File: src/rtl/shift_arbiter.sv
// shift_arbiter: two requesters share one right barrel shifter under round-robin grant.
// Define SHIFT_ARBITER_ROR_EN for two-pass rotate-right on op 11; otherwise op 11 runs as SRL.

module shift_right #(
    parameter int DATA_LENGTH = 32,
    localparam int SW = $clog2(DATA_LENGTH)
) (
    input  logic [DATA_LENGTH-1:0] data,
    input  logic [SW-1:0]          shamt,
    input  logic                   ir,
    output logic [DATA_LENGTH-1:0] result
);
    assign result = DATA_LENGTH'({{DATA_LENGTH{ir}}, data} >> shamt);
endmodule

module shift_arbiter #(
    parameter int DATA_LENGTH = 32,
    localparam int SW = $clog2(DATA_LENGTH)
) (
    input  logic                   clk,
    input  logic                   rst,
    input  logic                   req0_valid,
    output logic                   req0_ready,
    input  logic [1:0]             req0_op,
    input  logic [SW-1:0]          req0_shamt,
    input  logic [DATA_LENGTH-1:0] req0_data,
    input  logic                   req1_valid,
    output logic                   req1_ready,
    input  logic [1:0]             req1_op,
    input  logic [SW-1:0]          req1_shamt,
    input  logic [DATA_LENGTH-1:0] req1_data,
    output logic                   resp_valid,
    input  logic                   resp_ready,
    output logic                   resp_id,
    output logic [DATA_LENGTH-1:0] resp_data,
    output logic [1:0]             state_dbg
);
    localparam logic [1:0] OP_SLL = 2'b00;
    localparam logic [1:0] OP_SRA = 2'b10;

    // Handshake: a request transfers when reqN_valid && reqN_ready; a result
    // transfers when resp_valid && resp_ready. Unaccepted requests must hold still.
    typedef enum logic [1:0] {
        IDLE  = 2'd0,
`ifdef SHIFT_ARBITER_ROR_EN
        PASS2 = 2'd1,
`endif
        DONE  = 2'd2
    } state_t;

    state_t state, state_next;

    logic                   rr_ptr;
    logic                   accept, fire, grant;
    logic [1:0]             g_op;
    logic [SW-1:0]          g_shamt;
    logic [DATA_LENGTH-1:0] g_data;
    logic                   g_ror, in_pass2, rev_sel, sh_ir;
    logic [DATA_LENGTH-1:0] sh_src, sh_in, sh_out, sh_res;
    logic [SW-1:0]          sh_amt;

    function automatic logic [DATA_LENGTH-1:0] bit_rev(input logic [DATA_LENGTH-1:0] x);
        for (int i = 0; i < DATA_LENGTH; i++) bit_rev[i] = x[DATA_LENGTH-1-i];
    endfunction

    assign accept     = (state == IDLE) || (state == DONE && resp_ready);
    assign grant      = (req0_valid && req1_valid) ? rr_ptr : req1_valid;
    assign fire       = accept && (req0_valid || req1_valid);
    assign req0_ready = fire && !grant;
    assign req1_ready = fire && grant;
    assign state_dbg  = state;

    assign g_op    = grant ? req1_op    : req0_op;
    assign g_shamt = grant ? req1_shamt : req0_shamt;
    assign g_data  = grant ? req1_data  : req0_data;

`ifdef SHIFT_ARBITER_ROR_EN
    logic [DATA_LENGTH-1:0] ror_data, ror_t;
    logic [SW-1:0]          ror_shamt;
    logic                   ror_id;

    assign in_pass2 = (state == PASS2);
    assign g_ror    = (g_op == 2'b11);
    // Second pass is a left shift by (DL-n) mod DL, which the negation gives by width.
    assign sh_src   = in_pass2 ? ror_data : g_data;
    assign sh_amt   = in_pass2 ? -ror_shamt : g_shamt;

    always_ff @(posedge clk) begin
        if (rst) begin
            ror_data  <= '0;
            ror_t     <= '0;
            ror_shamt <= '0;
            ror_id    <= 1'b0;
        end else if (fire && g_ror) begin
            ror_data  <= g_data;
            ror_t     <= sh_res;
            ror_shamt <= g_shamt;
            ror_id    <= grant;
        end
    end
`else
    assign in_pass2 = 1'b0;
    assign g_ror    = 1'b0;
    assign sh_src   = g_data;
    assign sh_amt   = g_shamt;
`endif

    // Left shifts reuse the right shifter by reversing operand and result.
    assign rev_sel = in_pass2 || (g_op == OP_SLL);
    assign sh_ir   = !in_pass2 && (g_op == OP_SRA) && g_data[DATA_LENGTH-1];
    assign sh_in   = rev_sel ? bit_rev(sh_src) : sh_src;
    assign sh_res  = rev_sel ? bit_rev(sh_out) : sh_out;

    shift_right #(.DATA_LENGTH(DATA_LENGTH)) u_shift_right (
        .data   (sh_in),
        .shamt  (sh_amt),
        .ir     (sh_ir),
        .result (sh_out)
    );

    always_ff @(posedge clk) begin
        if (rst) state <= IDLE;
        else     state <= state_next;
    end

    always_comb begin
        state_next = state;
        case (state)
            IDLE, DONE: begin
                if (fire) begin
                    state_next = DONE;
`ifdef SHIFT_ARBITER_ROR_EN
                    if (g_ror) state_next = PASS2;
`endif
                end else if (state == DONE && resp_ready) begin
                    state_next = IDLE;
                end
            end
`ifdef SHIFT_ARBITER_ROR_EN
            PASS2: state_next = DONE;
`endif
            default: state_next = IDLE;
        endcase
    end

    always_ff @(posedge clk) begin
        if (rst) begin
            rr_ptr     <= 1'b0;
            resp_valid <= 1'b0;
            resp_id    <= 1'b0;
            resp_data  <= '0;
        end else begin
            resp_valid <= (state_next == DONE);
            if (fire) rr_ptr <= ~grant;
            if (fire && !g_ror) begin
                resp_id   <= grant;
                resp_data <= sh_res;
            end
`ifdef SHIFT_ARBITER_ROR_EN
            if (in_pass2) begin
                resp_id   <= ror_id;
                resp_data <= ror_t | sh_res;
            end
`endif
        end
    end
endmodule

File: config.mk
export PLATFORM = sky130hd
export DESIGN_NAME = shift_arbiter
export DESIGN_NICKNAME = d
export VERILOG_FILES = /design/src/rtl/shift_arbiter.sv
export SDC_FILE = /design/constraint.sdc
export NUM_CORES = 1
export LEC_CHECK = 0
export BUFFER_PORTS_ARGS = -buffer_cell sky130_fd_sc_hd__buf_2
export CORE_ASPECT_RATIO = 1.5
export CORE_MARGIN = 5
export CORE_UTILIZATION = 55
export DETAILED_ROUTE_END_ITERATION = 12
export PLACE_DENSITY = 0.91
export SLEW_MARGIN = 20
export SYNTH_ARGS = -nofsm -noshare
export SYNTH_HDL_FRONTEND = slang
export SYNTH_SLANG_ARGS = --single-unit
File: constraint.sdc
create_clock -name clk -period 7.3 [get_ports clk]
set_clock_uncertainty 0.05 [all_clocks]
set_input_delay 0.73 -clock clk [delete_from_list [all_inputs] [get_ports clk]]
set_output_delay 0.73 -clock clk [all_outputs]
set_load 0.01 [all_outputs]
Word-level counts from Yosys, hierarchy flattened
Index checks and enable logic that the tools add are counted.
Word-level totals
  output and inout port bits: 38
  flip-flop bits (word level): 37
  input bits: 83
  word-level logic and storage cells: 31
Operators by class
  bitwise operators: 1
  shift-type cells: 1
  reduce and logical (&&, ||, !) cells: 12
  equal/unequal tests: 3
  multiplexer cells: 9
Operators by type and width (number)
  two-way mux 32 bit: 3
  right shift 64 x 5 -> 32 bit: 1
  two-way mux 2 bit: 4
  == test 2 bit, second input constant: 3
  logical AND 1 bit: 6
  two-way mux 5 bit: 1
  zero test 2 bit: 2
  logical OR 1 bit: 2
  OR reduction 2 bit: 1
  zero test 1 bit: 1
  two-way mux 1 bit: 1
  inverter 1 bit: 1

Longest topological paths before layout
Gate-level depths: netlist (run 1).
  depth in word-level cells: 7
  gate-level depth with buffers: 12
  mapped depth without buffers: 8

Cells and area by module
From an unflattened synthesis (run 1), not the netlist that was laid out.
Unflattened totals
  cells, all modules: 504
  area, all modules: 4953.5 µm²
By module, submodules not included
  shift_arbiter: sequential area each 740.7 µm², times used 1, cells an instance 259, area an instance 2696.3 µm²
  shift_right: sequential area each 0.0 µm², times used 1, cells an instance 245, area an instance 2257.2 µm²

Least setup slack after synthesis (run 1)
OpenSTA, ideal clock, no wires.
  path type: input to register
  start: in req0_shamt[0]
  end: reg resp_data[27]
  required time: 7.122 ns
  stages: 10
  library setup time: 0.128 ns
  arrival: 2.904 ns
  slack: 4.218 ns
  cells stage by stage: buf_2 > inv_1 > clkbuf_1 > mux4_2 > a221oi_1 > mux2i_1 > a211oi_1 > a211oi_1 > a21oi_1 > a211oi_2
Between the ends
  cells in the longest elaborated chain, start to end: 3
RTL lines
  from (decl): line 25  | input logic [SW-1:0] req0_shamt,
  two-way mux 5 bit: line 74  | assign g_shamt = grant ? req1_shamt : req0_shamt;
  right shift 64 x 5 -> 32 bit: line 13  | assign result = DATA_LENGTH'({{DATA_LENGTH{ir}}, data} >> shamt);
  two-way mux 32 bit: line 112  | assign sh_res = rev_sel ? bit_rev(sh_out) : sh_out;
  to (signal assigned): line 157  | resp_data <= sh_res;
  to (decl): line 35  | output logic [DATA_LENGTH-1:0] resp_data,
No other way between the ends.
A chain may end at the register's enable or synchronous reset.

Final worst setup path (run 1)
  start: in req1_valid
  end: reg resp_data[17]
Between the ends
  cells in the longest elaborated chain, start to end: 7
  elaborated cells between the ends (all ways): 13
  classes of those cells: eq/ne: 1; shift: 1; mux: 6; reduce/logical: 5
RTL lines
  from (decl): line 27  | input logic req1_valid,
  logical AND 1 bit: line 67  | assign grant = (req0_valid && req1_valid) ? rr_ptr : req1_valid;
  two-way mux 1 bit: line 67
  two-way mux 2 bit: line 73  | assign g_op = grant ? req1_op : req0_op;
  zero test 2 bit / == test 2 bit (equally long branches): line 109, 110
  two-way mux 32 bit / logical AND 1 bit (equally long branches): line 111, 110
  right shift 64 x 5 -> 32 bit: line 13
  two-way mux 32 bit: line 112
Several ways; a longest one is shown, not always the timed one.

==> results of run 1 <==
stage by stage:
stage               total power, mW  util (%)  std cells
floorplan                     0.583         -        674
global placement              0.739      61.6        858
detailed placement            0.747      61.6        858
CTS                           0.955      63.1        866
global route                   1.02      63.2        866
finish                        0.982      63.2        866
path summary, 6_finish.rpt:
kind | start | to | slack, ns
max | req1_valid | resp_data[17] | 3.17
min reg2reg | resp_data[18] | resp_data[18] | 0.42
min | resp_data[18] | resp_data[18] | 0.42
max reg2reg | rr_ptr | resp_data[20] | 3.75
cells in the final DEF, fill, tap and decap left out, types with 13 or more instances in the layout:
master                     count
sky130_fd_sc_hd__or3b_1       21
sky130_fd_sc_hd__a221oi_1     22
sky130_fd_sc_hd__buf_2       120
sky130_fd_sc_hd__nor2_1       34
sky130_fd_sc_hd__a22oi_1      34
sky130_fd_sc_hd__dfxtp_1      37
sky130_fd_sc_hd__buf_4        18
sky130_fd_sc_hd__nand3_1      14
sky130_fd_sc_hd__a21oi_1      48
sky130_fd_sc_hd__nor3_1       14
sky130_fd_sc_hd__nand2_1      57
sky130_fd_sc_hd__mux2i_1      34
sky130_fd_sc_hd__o21ai_1      13
sky130_fd_sc_hd__mux4_2       28
sky130_fd_sc_hd__o21ai_0      46
sky130_fd_sc_hd__mux2_2       14
layer usage:
| metal | track usage [%] | share of wire (%) | up-vias | routed length (um) |
|---|---|---|---|---|
| met5 | 0 | 0 | - | 0 |
| met4 | 31.7 | 10 | 0 | 2480 |
| met3 | 8.35 | 9.4 | 143 | 2280 |
| met2 | 66.3 | 48 | 555 | 11700 |
| met1 | 41.7 | 32 | 3164 | 7830 |
| li1 | - | - | 2896 | - |
synth_stat cells (4+ instances only):
master | instances | area share, %
sky130_fd_sc_hd__nand2_1 | 57 | 3.9
sky130_fd_sc_hd__a21oi_1 | 48 | 4.3
sky130_fd_sc_hd__o21ai_0 | 46 | 4.2
sky130_fd_sc_hd__dfxtp_1 | 37 | 13
sky130_fd_sc_hd__mux2i_1 | 35 | 6.3
sky130_fd_sc_hd__nor2_1 | 35 | 2.4
sky130_fd_sc_hd__a22oi_1 | 34 | 4.6
sky130_fd_sc_hd__mux4_2 | 28 | 11
sky130_fd_sc_hd__buf_2 | 26 | 2.4
sky130_fd_sc_hd__clkbuf_1 | 23 | 1.6
sky130_fd_sc_hd__a221oi_1 | 22 | 3.5
sky130_fd_sc_hd__or3b_1 | 21 | 3.3
sky130_fd_sc_hd__mux2_2 | 14 | 2.9
sky130_fd_sc_hd__nand3_1 | 14 | 1.3
sky130_fd_sc_hd__nor3_1 | 14 | 1.3
sky130_fd_sc_hd__o21ai_1 | 13 | 1.2
sky130_fd_sc_hd__a211oi_1 | 11 | 1.5
sky130_fd_sc_hd__a2111oi_0 | 10 | 1.6
sky130_fd_sc_hd__buf_6 | 10 | 2.0
sky130_fd_sc_hd__buf_4 | 9 | 1.2
sky130_fd_sc_hd__nor4_1 | 9 | 1.0
sky130_fd_sc_hd__a2111oi_1 | 8 | 1.4
sky130_fd_sc_hd__nand4_1 | 8 | 0.91
sky130_fd_sc_hd__a311oi_1 | 7 | 1.1
sky130_fd_sc_hd__o211ai_1 | 7 | 0.95
sky130_fd_sc_hd__a211oi_2 | 6 | 1.4
sky130_fd_sc_hd__a32oi_1 | 6 | 0.95
sky130_fd_sc_hd__o221ai_1 | 6 | 0.95
sky130_fd_sc_hd__o31ai_1 | 6 | 0.81
sky130_fd_sc_hd__or3b_2 | 6 | 0.95
sky130_fd_sc_hd__a31oi_1 | 5 | 0.57
sky130_fd_sc_hd__and3_1 | 5 | 0.57
sky130_fd_sc_hd__inv_1 | 5 | 0.34
sky130_fd_sc_hd__a2111oi_2 | 4 | 1.1
sky130_fd_sc_hd__and2_1 | 4 | 0.45
sky130_fd_sc_hd__nand3b_1 | 4 | 0.54
sky130_fd_sc_hd__or2_1 | 4 | 0.45
final cells by class:
| type | instances | area, um^2 | area share [%] |
|---|---|---|---|
| inverter | 6 | 22.5 | 0.366 |
| clock inverter | 3 | 17.5 | 0.285 |
| sequential | 37 | 741 | 12.0 |
| timing repair buffer | 138 | 736 | 12.0 |
| tap | 115 | 144 | 2.34 |
| clock buffer | 5 | 125 | 2.03 |
| multi-input combinational | 562 | 4370 | 71.0 |
logic make-up (layout without fill, tap and decap cells):
| family | Yosys count | count (layout) | synth area share, % |
|---|---|---|---|
| other | 1 | 1 | 0.0678 |
| AO/OA/AOI/OAI | 285 | 285 | 38.3 |
| buffers and inverters | 75 | 152 | 7.85 |
| multiplexers | 78 | 78 | 20.9 |
| AND/OR/NAND/NOR | 198 | 198 | 19.5 |
| flip-flops | 37 | 37 | 13.4 |
sequential cells by signal, indices dropped and copies added (netlist names):
signal,flops
resp_valid,1
resp_data,32
resp_id,1
state_dbg,2
rr_ptr,1
where the power goes:
group,switching [mW],internal [mW],leakage [nW],total (mW)
registers,0.0101,0.221,0.304,0.231
logic,0.345,0.192,2.02,0.537
clock network,0.0882,0.125,0.0696,0.213
==> impl_metrics.py, run 1 <==
metrics = {
    "run_status": {
        "outcome": "completed",
    },
    "setup_path": {
        "reg2regPathDepth": 10,
        "critPathSlowestCell": "sky130_fd_sc_hd__nand2_1",
        "critPathMaxStageDelay_ns": 0.60,
        "worstPathArrival_ns": 4.26,
        "worstPathCellList": "buf_2 -> inv_2 -> o21ai_0 -> nand2_1 -> mux2i_1 -> mux2i_1 -> a211o_1 -> a2111oi_2",
        "worst_ep_required_time_ns": 7.44,
        "crit_cells": 8,
        "critical_path_class": "in2reg",
        "cp_max_fo": 35,
        "cp_top_family": "compound AO/OA/AOI/OAI gates",
        "critPathCaptureType": "flip-flop",
        "start_kind": "input pin",
        "path_common_cell": "sky130_fd_sc_hd__mux2i_1",
        "critical_path_buf_inv_count": 2,
    },
    "final_layout": {
        "fin_nets": 833,
        "area_growth_syn_to_layout_pct": 11.3,
        "layout.filler_cells": 880,
        "design_area_mm2": 0.00615,
        "antennaDiodeCount": 0,
        "fraction_of_final_layout_cells_with_drive_strength_greater_than_1_pct": 30.2,
    },
    "cts": {
        "level_count_of_the_clock_h_tree": 2,
        "numCtsBuffers": 5,
        "tritoncts": "done",
        "root_buffer": "sky130_fd_sc_hd__clkbuf_16",
        "clk_pin_slew_ns": 0.06,
        "cts_max_path_buffers": 2,
        "cts.sink_count": 37,
        "clk-insertion-delay-late_ns": 0.29,
        "postCtsSetupRepairBufs": 0,
        "ctsHoldBuffers": 0,
        "post_cts.resized_instances": 0,
    },
    "sta": {
        "layout_worst_path_cycle_share_pct": 56.5,
        "period_needed_ns": 4.13,
        "pin_slew_with_the_least_headroom_to_its_limit_ns": 1.17,
        "final_hold_viol_count": 0,
        "achievable-frequency_mhz": 242,
        "report.final.slew_viol_count": 0,
        "fin_ws_ns": 3.17,
        "final.hold.worst_slack_ns": 0.416,
        "total_neg_setup_slack_ns": 0,
        "timing.max_slew.rel_slack_pct": 21.6,
        "setup_viol": 0,
        "grt_setup_unrepaired": "false",
    },
    "synthesis": {
        "synth_sequential_area_ratio_pct": 13.4,
        "dominantRegCellSynth": "sky130_fd_sc_hd__dfxtp_1",
        "postSynthNetCount": 757,
        "number_of_flops_mapped_to_enable_cells_by_yosys": 0,
        "syn-cell-area_mm2": 0.00553,
        "synth-warning-count": 0,
        "async_set_or_reset_flop_fraction_in_the_synthesized_netlist_pct": 0,
        "synth_area_per_cell_um2": 8.21,
        "syn_inst": 674,
        "ys_seq_elements": 37,
        "synth.distinct_cells": 79,
    },
    "placed_design": {
        "placed_area_mm2": 0.00601,
        "place_ws_ns": 3.03,
        "place.detailed.hpwl_um": 18600,
        "port_buffers": 120,
        "gp_routability_congestion": 1.08,
    },
    "power": {
        "power_density_mw_per_mm2": 160,
        "vdd_drop_max_uv": 119,
        "power_leakage_nw": 2.40,
    },
    "global_routing": {
        "groute.usage.overall_pct": 39.3,
        "grt_first_pass_wirelength_um": 37600,
        "final_global_route_overflow_total": 0,
        "grt_start_max_net_pins": 37,
        "antenna_violations_before_repair": 0,
        "grt_pass1_vias": 6612,
    },
    "drt": {
        "postRouteAntennaNets": 0,
        "wl_per_cell_um": 28.1,
        "drt-initial-drc-count": 789,
        "detailedRoute.firstPassIterationCount": 7,
        "drt-vias-per-instance": 7.80,
        "wl_um": 24300,
        "route.vias.total": 6758,
        "detail_route.drc_violations": 0,
    },
    "die": {
        "starting_density_of_the_core_pct": 56.8,
        "rows": 44,
        "top_level_ports": 121,
        "die_h_um": 133,
        "floorplan.die.width_um": 91.9,
        "design.die.area_mm2": 0.0122,
        "placeableCoreArea_mm2": 0.00974,
    },
    "hold_path": {
        "min_path_type": "reg2reg",
        "cell_count_of_the_worst_hold_path": 1,
    },
    "run": {
        "drv.max_cap_violation_count": 0,
    },
}
Note: power is estimated with default switching activity, not from simulation.
==> run 2, diff against run 1 <==
CORE_UTILIZATION = 51   (was 55)
PLACE_DENSITY = 0.89   (was 0.91)
clock period = 3.57 ns   (was 7.3 ns; I/O delays follow)
==> run 2 against run 1 <==
Effect of this change: cell count is 6.9% higher; combinational power is 100% higher; register-to-register slack worse by 3.2 ns; worst hold slack worse by 0.040 ns; clock power up 140%; largest cell class unchanged.
==> impl_metrics.py, run 2 (same netlist as run 1, synthesis figures left out) <==
metrics = {
    "placed_design": {
        "place.detailed.hpwl_um": 15900,
        "gp_routability_congestion": 1.07,
        "placed_area_mm2": 0.00628,
        "port_buffers": 120,
        "place_ws_ns": 0.351,
    },
    "drt": {
        "postRouteAntennaNets": 0,
        "drt-vias-per-instance": 7.08,
        "wl_um": 20000,
        "wl_per_cell_um": 21.6,
        "detailedRoute.firstPassIterationCount": 6,
        "detail_route.drc_violations": 0,
        "route.vias.total": 6558,
        "drt-initial-drc-count": 841,
    },
    "sta": {
        "final_hold_viol_count": 0,
        "layout_worst_path_cycle_share_pct": 84.6,
        "period_needed_ns": 3.02,
        "achievable-frequency_mhz": 331,
        "setup_viol": 0,
        "timing.max_slew.rel_slack_pct": 52.8,
        "total_neg_setup_slack_ns": 0,
        "final.hold.worst_slack_ns": 0.376,
        "fin_ws_ns": 0.550,
        "report.final.slew_viol_count": 0,
        "grt_setup_unrepaired": "false",
        "pin_slew_with_the_least_headroom_to_its_limit_ns": 0.702,
    },
    "setup_path": {
        "worst_ep_required_time_ns": 3.71,
        "crit_path_end": "resp_data[17]",
        "critical_path_class": "reg2reg",
        "worst_reg2reg_path_startpoint": "rr_ptr",
        "worstReg2RegEnd": "resp_data[17]",
        "critPathCaptureType": "flip-flop",
        "start_kind": "flip-flop",
        "worstPathArrival_ns": 3.16,
        "cp_max_fo": 29,
        "worst_setup_path_startpoint": "rr_ptr",
        "reg2regPathDepth": 9,
        "timing.reg2reg.setup_slack_ns": 0.55,
    },
    "die": {
        "top_level_ports": 121,
        "die_h_um": 138,
        "floorplan.die.width_um": 95.0,
        "rows": 46,
        "starting_density_of_the_core_pct": 52.2,
        "placeableCoreArea_mm2": 0.0106,
        "design.die.area_mm2": 0.0131,
    },
    "final_layout": {
        "registers.top_by_ff_count": "resp_data",
        "layout_commonest_cell": "sky130_fd_sc_hd__buf_2",
        "flip_flop_count_of_the_largest_register_all_copies_and_words_added": 32,
        "fin_nets": 864,
        "area_growth_syn_to_layout_pct": 16.7,
        "antennaDiodeCount": 0,
        "fraction_of_final_layout_cells_with_drive_strength_greater_than_1_pct": 32.7,
        "most-common-layout-cells": "120 x sky130_fd_sc_hd__buf_2, 57 x sky130_fd_sc_hd__nand2_1, 48 x sky130_fd_sc_hd__a21oi_1, 48 x sky130_fd_sc_hd__buf_4, 46 x sky130_fd_sc_hd__o21ai_0",
        "design_area_mm2": 0.00645,
    },
    "cts": {
        "cts.sink_count": 37,
        "cts_max_path_buffers": 2,
        "tritoncts": "done",
        "ctsHoldBuffers": 0,
        "postCtsSetupRepairBufs": 0,
        "level_count_of_the_clock_h_tree": 2,
        "numCtsBuffers": 5,
        "root_buffer": "sky130_fd_sc_hd__clkbuf_16",
        "post_cts.resized_instances": 0,
        "clk-insertion-delay-late_ns": 0.29,
        "clk_pin_slew_ns": 0.06,
    },
    "global_routing": {
        "groute.usage.overall_pct": 30.3,
        "antenna_violations_before_repair": 0,
        "grt_first_pass_wirelength_um": 31600,
        "grt_use_met2_pct": 53.1,
        "final_global_route_overflow_total": 0,
        "grt_pass1_vias": 6229,
        "grt.busiest_layer": "met2",
        "grtUsageMet3_pct": 3.39,
        "grt_start_max_net_pins": 31,
        "global_route.usage.met1_pct": 35.4,
    },
    "power": {
        "power.total_mw": 2.07,
        "power_leakage_nw": 2.56,
        "vdd_drop_max_uv": 173,
        "power_density_mw_per_mm2": 321,
    },
    "run": {
        "drv.max_cap_violation_count": 0,
    },
    "run_status": {
        "outcome": "completed",
    },
    "hold_path": {
        "min_path_type": "in2reg",
    },
}
run 2: layer usage:
| layer | up-vias | part of all wire, % |
|---|---|---|
| met1 | 3063 | 35 |
| li1 | 2964 | - |
| met3 | 91 | 8.6 |
| met4 | 0 | 5.6 |
| met5 | - | 0 |
| met2 | 440 | 50 |
run 2: metrics by stage:
stage                     std cells  utilization, %
after floorplan                 674               -
after CTS                       926            61.0
final                           926            61.0
after global placement          918            59.3
after detailed placement        918            59.3
after global routing            926            61.0
run 2: power breakdown:
part | switching, mW | leakage, nW | internal (mW)
combinational | 0.661 | 2.18 | 0.428
clock | 0.180 | 0.0800 | 0.330
sequential | 0.0190 | 0.304 | 0.452
total | 0.861 | 2.56 | 1.21
run 2: cell type report:
| class | instances | area, um^2 |
|---|---|---|
| Sequential cell | 37 | 741 |
| Clock inverter | 3 | 46.3 |
| Inverter | 6 | 22.5 |
| Multi-Input combinational cell | 562 | 4360 |
| Timing Repair Buffer | 169 | 981 |
| Tap cell | 144 | 180 |
| Fill cell | 968 | 4140 |
| Clock buffer | 5 | 125 |
run 2: worst min path at each step:
stage                              from       endpoint  slack [ns]  cells past startpoint
after floorplan                     rst  resp_data[17]        0.38                      1
after global placement    resp_data[21]  resp_data[21]        0.39                      2
after detailed placement  resp_data[19]  resp_data[19]        0.40                      2
after CTS                           rst        resp_id        0.37                      2
after global routing                rst        resp_id        0.38                      2
final                        req0_valid   state_dbg[1]        0.38                      3
run 2: critical path, cell delays in order, from the launching register on:
cell,delay [ns]
sky130_fd_sc_hd__dfxtp_1,0.34
sky130_fd_sc_hd__and2b_1,0.21
sky130_fd_sc_hd__buf_12,0.17
sky130_fd_sc_hd__nor2_1,0.52
sky130_fd_sc_hd__a221oi_1,0.29
sky130_fd_sc_hd__a22o_1,0.27
sky130_fd_sc_hd__nor2_1,0.39
sky130_fd_sc_hd__o21ai_1,0.15
sky130_fd_sc_hd__o21ba_1,0.20
sky130_fd_sc_hd__a2111oi_2,0.31
